## src/rtl/ym_cnt_bank_tdm.sv

```systemverilog
// ym_cnt_bank_tdm
//
// Time-division-multiplexed counter bank. CHANNELS independent DATA_WIDTH-bit
// counters circulate through a two-phase (master/slave) shift register. The
// last slave stage is the channel currently presented. Its next value is
// computed combinationally and fed back into the first master stage. A slot
// index tracks which channel is on val and can be realigned by a sync marker.
//
// Ports:
//   MCLK      master clock, all state updates on its rising edge
//   reset     synchronous active-high reset, clears masters, slaves and slot
//   c1        phase-1 enable: masters capture (m[0] <= next, m[k] <= s[k-1])
//   c2        phase-2 enable: slaves capture masters, slot index advances
//   sync      slot-0 marker, sampled on c2 cycles
//   c_in      count enable for the channel on val
//   dec       1 = count down, 0 = count up
//   clr       force the current channel's next value to 0
//   load      replace the current channel's base value with load_val
//   load_val  load data
//   val       current channel value (last slave stage)
//   slot      index of the channel shown on val
//   c_out     carry (up) / borrow (down) of the current operation
//   zero      val == 0

module ym_cnt_bank_tdm #(
    parameter int DATA_WIDTH = 8,
    parameter int CHANNELS   = 6,
    parameter int SATURATE   = 0,
    parameter int SLOT_W     = $clog2(CHANNELS)
) (
    input  logic                  MCLK,
    input  logic                  reset,
    input  logic                  c1,
    input  logic                  c2,
    input  logic                  sync,
    input  logic                  c_in,
    input  logic                  dec,
    input  logic                  clr,
    input  logic                  load,
    input  logic [DATA_WIDTH-1:0] load_val,
    output logic [DATA_WIDTH-1:0] val,
    output logic [SLOT_W-1:0]     slot,
    output logic                  c_out,
    output logic                  zero
);

    localparam logic [SLOT_W-1:0] LAST_SLOT = SLOT_W'(CHANNELS - 1);

    logic [DATA_WIDTH-1:0] m_q [CHANNELS];
    logic [DATA_WIDTH-1:0] s_q [CHANNELS];
    logic [SLOT_W-1:0]     slot_q;
    logic [SLOT_W-1:0]     slot_d;

    logic [DATA_WIDTH-1:0] base;
    logic [DATA_WIDTH:0]   sum;
    logic [DATA_WIDTH:0]   diff;
    logic                  carry;
    logic [DATA_WIDTH-1:0] result;
    logic [DATA_WIDTH-1:0] next_d;
    logic                  c_out_d;

    // Next value of the presented channel. The extra top bit of sum/diff is
    // the carry or borrow; in down mode it is set exactly when base is 0 and
    // c_in is 1. Clear overrides both the value and the carry indication.
    always_comb begin
        base    = load ? load_val : s_q[CHANNELS-1];
        sum     = {1'b0, base} + {{DATA_WIDTH{1'b0}}, c_in};
        diff    = {1'b0, base} - {{DATA_WIDTH{1'b0}}, c_in};
        carry   = dec ? diff[DATA_WIDTH] : sum[DATA_WIDTH];
        result  = dec ? diff[DATA_WIDTH-1:0] : sum[DATA_WIDTH-1:0];
        next_d  = result;
        c_out_d = carry;
        if ((SATURATE != 0) && carry) begin
            result = dec ? '0 : '1;
            next_d = result;
        end
        if (clr) begin
            next_d  = '0;
            c_out_d = 1'b0;
        end
    end

    // Slot index: sync forces slot 0 regardless of the current position,
    // otherwise it wraps after the last channel.
    always_comb begin
        slot_d = slot_q;
        if (sync) begin
            slot_d = '0;
        end else if (slot_q == LAST_SLOT) begin
            slot_d = '0;
        end else begin
            slot_d = slot_q + SLOT_W'(1);
        end
    end

    // Two-phase shift register. When c1 and c2 are both high the slaves take
    // the masters' old contents, so a channel never skips a stage.
    always_ff @(posedge MCLK) begin
        if (reset) begin
            for (int k = 0; k < CHANNELS; k++) begin
                m_q[k] <= '0;
                s_q[k] <= '0;
            end
            slot_q <= '0;
        end else begin
            if (c1) begin
                m_q[0] <= next_d;
                for (int k = 1; k < CHANNELS; k++) begin
                    m_q[k] <= s_q[k-1];
                end
            end
            if (c2) begin
                for (int k = 0; k < CHANNELS; k++) begin
                    s_q[k] <= m_q[k];
                end
                slot_q <= slot_d;
            end
        end
    end

    assign val   = s_q[CHANNELS-1];
    assign slot  = slot_q;
    assign c_out = c_out_d;
    assign zero  = (s_q[CHANNELS-1] == '0);

endmodule

```

## config.mk

```make
export PLATFORM = sky130hd
export DESIGN_NAME = ym_cnt_bank_tdm
export DESIGN_NICKNAME = d
export VERILOG_FILES = /design/src/rtl/ym_cnt_bank_tdm.sv
export SDC_FILE = /design/constraint.sdc
export NUM_CORES = 1
export LEC_CHECK = 0
export BUFFER_PORTS_ARGS = -buffer_cell sky130_fd_sc_hd__buf_2
export CAP_MARGIN = 20
export CORE_ASPECT_RATIO = 0.9
export CORE_MARGIN = 1
export CORE_UTILIZATION = 40
export CTS_CLUSTER_DIAMETER = 150
export DETAILED_ROUTE_END_ITERATION = 10
export HOLD_SLACK_MARGIN = 0.1
export PLACE_DENSITY = 0.59
export SYNTH_ARGS = -nofsm -noshare
export SYNTH_HDL_FRONTEND = slang
export SYNTH_SLANG_ARGS = --single-unit
export TNS_END_PERCENT = 100
```

## constraint.sdc

```tcl
create_clock -name MCLK -period 2.25 [get_ports MCLK]
set_input_delay 0.1125 -clock MCLK [delete_from_list [all_inputs] [get_ports MCLK]]
set_output_delay 0.1125 -clock MCLK [all_outputs]
set_load 0.005 [all_outputs]
```

# After elaboration in Yosys (flattened, before gate mapping)
# Memory sizes are Yosys's and may differ from the RTL's.
# Cells that the tools add are included.
[totals]
register_bits = 3
ramBits = 96
in_bits = 17
out_inout_bits = 13
elab_cells = 47
mem_count = 2
[classes]
addsub = 3
n_eq_ne = 1
muxes = 27
bitwise = 12
n_reduce_logical = 1
[memory_table]
columns = ["memory", "words", "word_bits", "read_ports", "rd_ports_with_merged_regs", "write_ports", "line", "rtl"]
rows = [
  ["m_q", 6, 8, 6, 0, 6, "49", "logic [DATA_WIDTH-1:0] m_q [CHANNELS];"],
  ["s_q", 6, 8, 6, 0, 6, "50", "logic [DATA_WIDTH-1:0] s_q [CHANNELS];"],
]
[op_table]
columns = ["cell", "n"]
rows = [
  ["8-bit two-way mux", 15],
  ["1-bit bitwise OR", 12],
  ["1-bit two-way mux", 10],
  ["8-bit by 1-bit adder with 9-bit output", 1],
  ["8-bit by 1-bit subtractor with 9-bit output", 1],
  ["8-bit zero test", 1],
  ["3-bit two-way mux", 2],
  ["3-bit by 1-bit adder with 3-bit output, second input constant", 1],
  ["3-bit equality test, second input constant", 1],
]

# Depth between registers and ports, before layout
[depth]
depth_word = 5
depth_mapped = 9

# Worst setup path before layout
# No wires, ideal clock.
[synth_timing]
path_type = "input to register"
from = "input port load"
to = "memory m_q[0][4] (data pin)"
setup_time_ns = 0.146
arrival_time_ns = 1.499
t_required_ns = 2.104
slack_ns = 0.605
stages = 9
path_buffers = 2
cell_sequence = "buf_6 > buf_12 > mux2i_1 > ha_1 > ha_1 > nand2_1 > a21oi_4 > or3_1 > a21oi_1"
[synth_rtl]
columns = ["item", "line", "rtl"]
rows = [
  ["from (decl)", "39", "input logic load,"],
  ["to (decl)", "49", ""],
]

==> key figures <==
Outcome
  • Run status: complete, no violations

GRT
  • Number of global-route vias before repair: 2,147
  • Initial antenna violation count: 0
  • Gr usage total: 14.8%
  • First-pass GRT wire length: 11.5 mm
  • Largest net degree at the start of global routing: 49
  • Overflow after GRT: 0

Yosys
  • Synth Flop Type: edfxtp_1
  • Xor/xnor cell area share of the yosys netlist: 0.417%
  • Syn_nets: 305
  • Syn Std Cell Area: 4210 um2
  • Distinct cells, synth: 38
  • Seq/Total Area, Yosys: 70.0%
  • Largest family of logic cells by synthesized area: simple AND/OR/NAND/NOR gates
  • Synth Area in Compound Gates: 2.83%
  • Top cell type's share of synthesized area: 68.6%
  • Avg Cell Area, Syn: 14.8 um2
  • Async S/R FF share, synth: 0%
  • Synth area leader: edfxtp_1
  • Post-synthesis mux area share: 4.14%
  • Post-synthesis adder-cell area fraction: 0.893%
  • Yosys warns: 0
  • Synth area leaders: edfxtp_1 69%, and2_1 13%, mux2i_1 2.6%
  • Simple logic cell fraction of the synthesized area: 18.7%
  • Post-Synthesis Cells: 285
  • FF+latch count, synth: 99
  • EDFF count, synth: 96

Power
  • Combinational power share: 6.1%
  • Clock power share: 37.0%
  • Final Power: 0.00381 W
  • Sequential Power Share: 57.0%
  • P_sw: 0.000824 W
  • LEAKAGE: 1.89 nW
  • P_int: 0.00298 W
  • Power Dens Cells: 798 nW/um2
  • Net Sw Frac: 21.7%
  • VDD IR max: 0.453 mV

Layout
  • Antenna fix cells: 0
  • Fillers: 911
  • Most frequent cells in the layout: 96 x edfxtp_1, 89 x and2_1, 29 x buf_2
  • Layout cells sized above 1: 20.9%
  • Synth-to-Final Area Change: 13.4%
  • Final non-filler cell total: 449
  • Most common cell after layout, fill and taps aside: edfxtp_1
  • Nets: 335

Worst setup path
  • Worst path slowest cell: edfxtp_1
  • CP peak stage delay: 0.41 ns
  • Critical Path AT: 1.99 ns
  • Crit path depth: 8
  • Crit path from: s_q[0][40]
  • Reg2Reg Setup Slack: 0.33 ns
  • Delay-heaviest family, CP: flip-flops
  • Worst Setup Path Type: flip-flop to primary output
  • Worst reg2reg startpoint: s_q[0][40]
  • Critical path peak fanout: 4
  • Buf+Inv Stages, Crit Path: 1
  • CP startpoint kind: flip-flop
  • Reg2reg end: m_q[0][3]
  • Crit-path cells: mux2i_2 > ha_2 > ha_1 > nand2_1 > a21oi_4 > nand3_1 > a21oi_2 > buf_2
  • Worst Setup EP: c_out
  • Setup crit end kind: primary output
  • FF-to-FF path depth: 8
  • CP required: 2.14 ns

Clock tree
  • Sink Count: 99
  • TritonCTS clock tree: yes
  • CTS clock-pin slew for the worst setup and hold paths: 0.07 ns
  • CTS H-Tree Depth: 3
  • Root buffer cell: clkbuf_16
  • Skew-Pair Late Insertion Delay: 0.34 ns
  • Max Buffers Root-to-Sink: 2
  • CTS Buf Count: 9

Die
  • Die area: 10,900 um2
  • Die height: 99.3 um
  • Starting Density: 41.0%
  • # rows: 35
  • Core ar.: 10,200 um2
  • Die Width: 110 um
  • IO Pins: 30

Timing
  • Slew HR: 66.0%
  • Final hold vios: 0
  • Post-layout min period: 2.11 ns
  • Final Cycle Share: 93.6%
  • Max Fclk: 475 MHz
  • Setup-failing EPs final: 0
  • Worst Tran Pin Value: 0.495 ns
  • Setup TNS: 0 ns
  • Fin. max-slew vios: 0
  • Fin Clk Skew: 0.00726 ns

Drt
  • Antenna-violating nets left: 0
  • Average detailed-routed wire length per instance: 15.8 um
  • 1st-pass router iterations: 4
  • DR vias/cell: 4.88
  • First DRT Iteration DRCs: 123
  • Drt total wl: 7.11 mm
  • Residual DRC count: 0
  • Via count: 2,191

Worst hold path
  • Hold_sp: sync
  • WHS Path Cells: 4
  • Hold Path Class: input pin to flip-flop

Placed design
  • Placed Cells: 430
  • HPWL after detailed placement: 4.08 mm
  • Global placer's final weighted congestion: 0.800
  • Port buffer count: 29

Flow run
  • Max cap viols: 0
## timing repair
action                                  CTS  global route
endpoints found under the setup margin    0             1
hold buffers                              2             0
hold endpoints to repair                  3             0
resized for setup                         0             3
setup buffers                             0             1
## worst min path at each step
| stage | to | slack [ns] |
|---|---|---|
| after floorplan | slot[0] | 0.18 |
| after global placement | slot[1] | 0.38 |
| after detailed placement | slot[0] | 0.39 |
| after CTS | slot[1] | 0.14 |
| after global routing | slot[1] | 0.21 |
| final | slot[1] | 0.15 |
## cell type report
cell class / count / area (um2) / area share, %
Sequential cell: 99 / 2940 / 61.7
Multi-Input combinational cell: 166 / 1150 / 24.1
Timing Repair Buffer: 38 / 243 / 5.09
Clock buffer: 10 / 229 / 4.80
Tap cell: 129 / 161 / 3.38
Clock inverter: 6 / 42.5 / 0.892
Inverter: 1 / 3.75 / 0.0787
## cell families (layout without fill, tap and decap cells)
kind of cell | count (synthesis) | count (layout)
xor gates and xnor gates | 2 | 2
AOI/OAI and AO/OA | 16 | 16
muxes | 16 | 16
buffers and inverters | 20 | 55
and+or+nand+nor | 129 | 129
DFF | 99 | 99
adders and majority gates | 3 | 3
## tightest hold or removal path, stage by stage
cell and delay (ns):
buf_2 0.10, nor4bb_1 0.06, mux2i_1 0.12, nor2_1 0.05
## synth_stat cells (all sizes together) (2+ instances only)
master  count
or2         2
nor2b       3
o21ai       5
mux2        2
a21oi       5
a22oi       2
xor2        2
or4         2
mux2i      14
edfxtp     96
dfxtp       3
or3         3
nand2       6
clkbuf      9
nand2b      4
nand3       3
ha          3
and2       89
buf        10
nor2       10
## routing by layer
metal  share of wire, %  routed length [um]  track usage (%)  vias to the layer above
li1                   -                   -                -                     1060
met1                 51                3590             21.4                     1085
met2                 43                3050             20.5                       39
met3                5.2                 373             5.57                        7
met4                1.3                  91             4.62                        0
met5                  0                   0                0                        -
## through the flow
stage | worst slack, ns | util (%) | area (um2) | hold slack (ns)
floorplan | 0.605 | - | 4210 | 0.185
global placement | 0.504 | 43.5 | 4460 | 0.382
detailed placement | 0.432 | 43.5 | 4460 | 0.393
CTS | 0.0709 | 46.4 | 4750 | 0.139
global route | -0.00882 | 46.6 | 4770 | 0.206
finish | 0.144 | 46.6 | 4770 | 0.148
## flip-flops by register name, indices dropped and copies added (netlist names)
name and count:
s_q 48, slot 3, m_q 48
## power by group through the flow
stage / sequential (W) / combinational (W) / clock, W
after floorplan: 0.00219 / 0.000157 / 0
after global placement: 0.00221 / 0.000224 / 0
after detailed placement: 0.00221 / 0.000228 / 0
after CTS: 0.00217 / 0.000232 / 0.00145
after global routing: 0.00218 / 0.000261 / 0.00152
final: 0.00217 / 0.000232 / 0.00141
No activity file was read; power rests on OpenSTA's default activity.
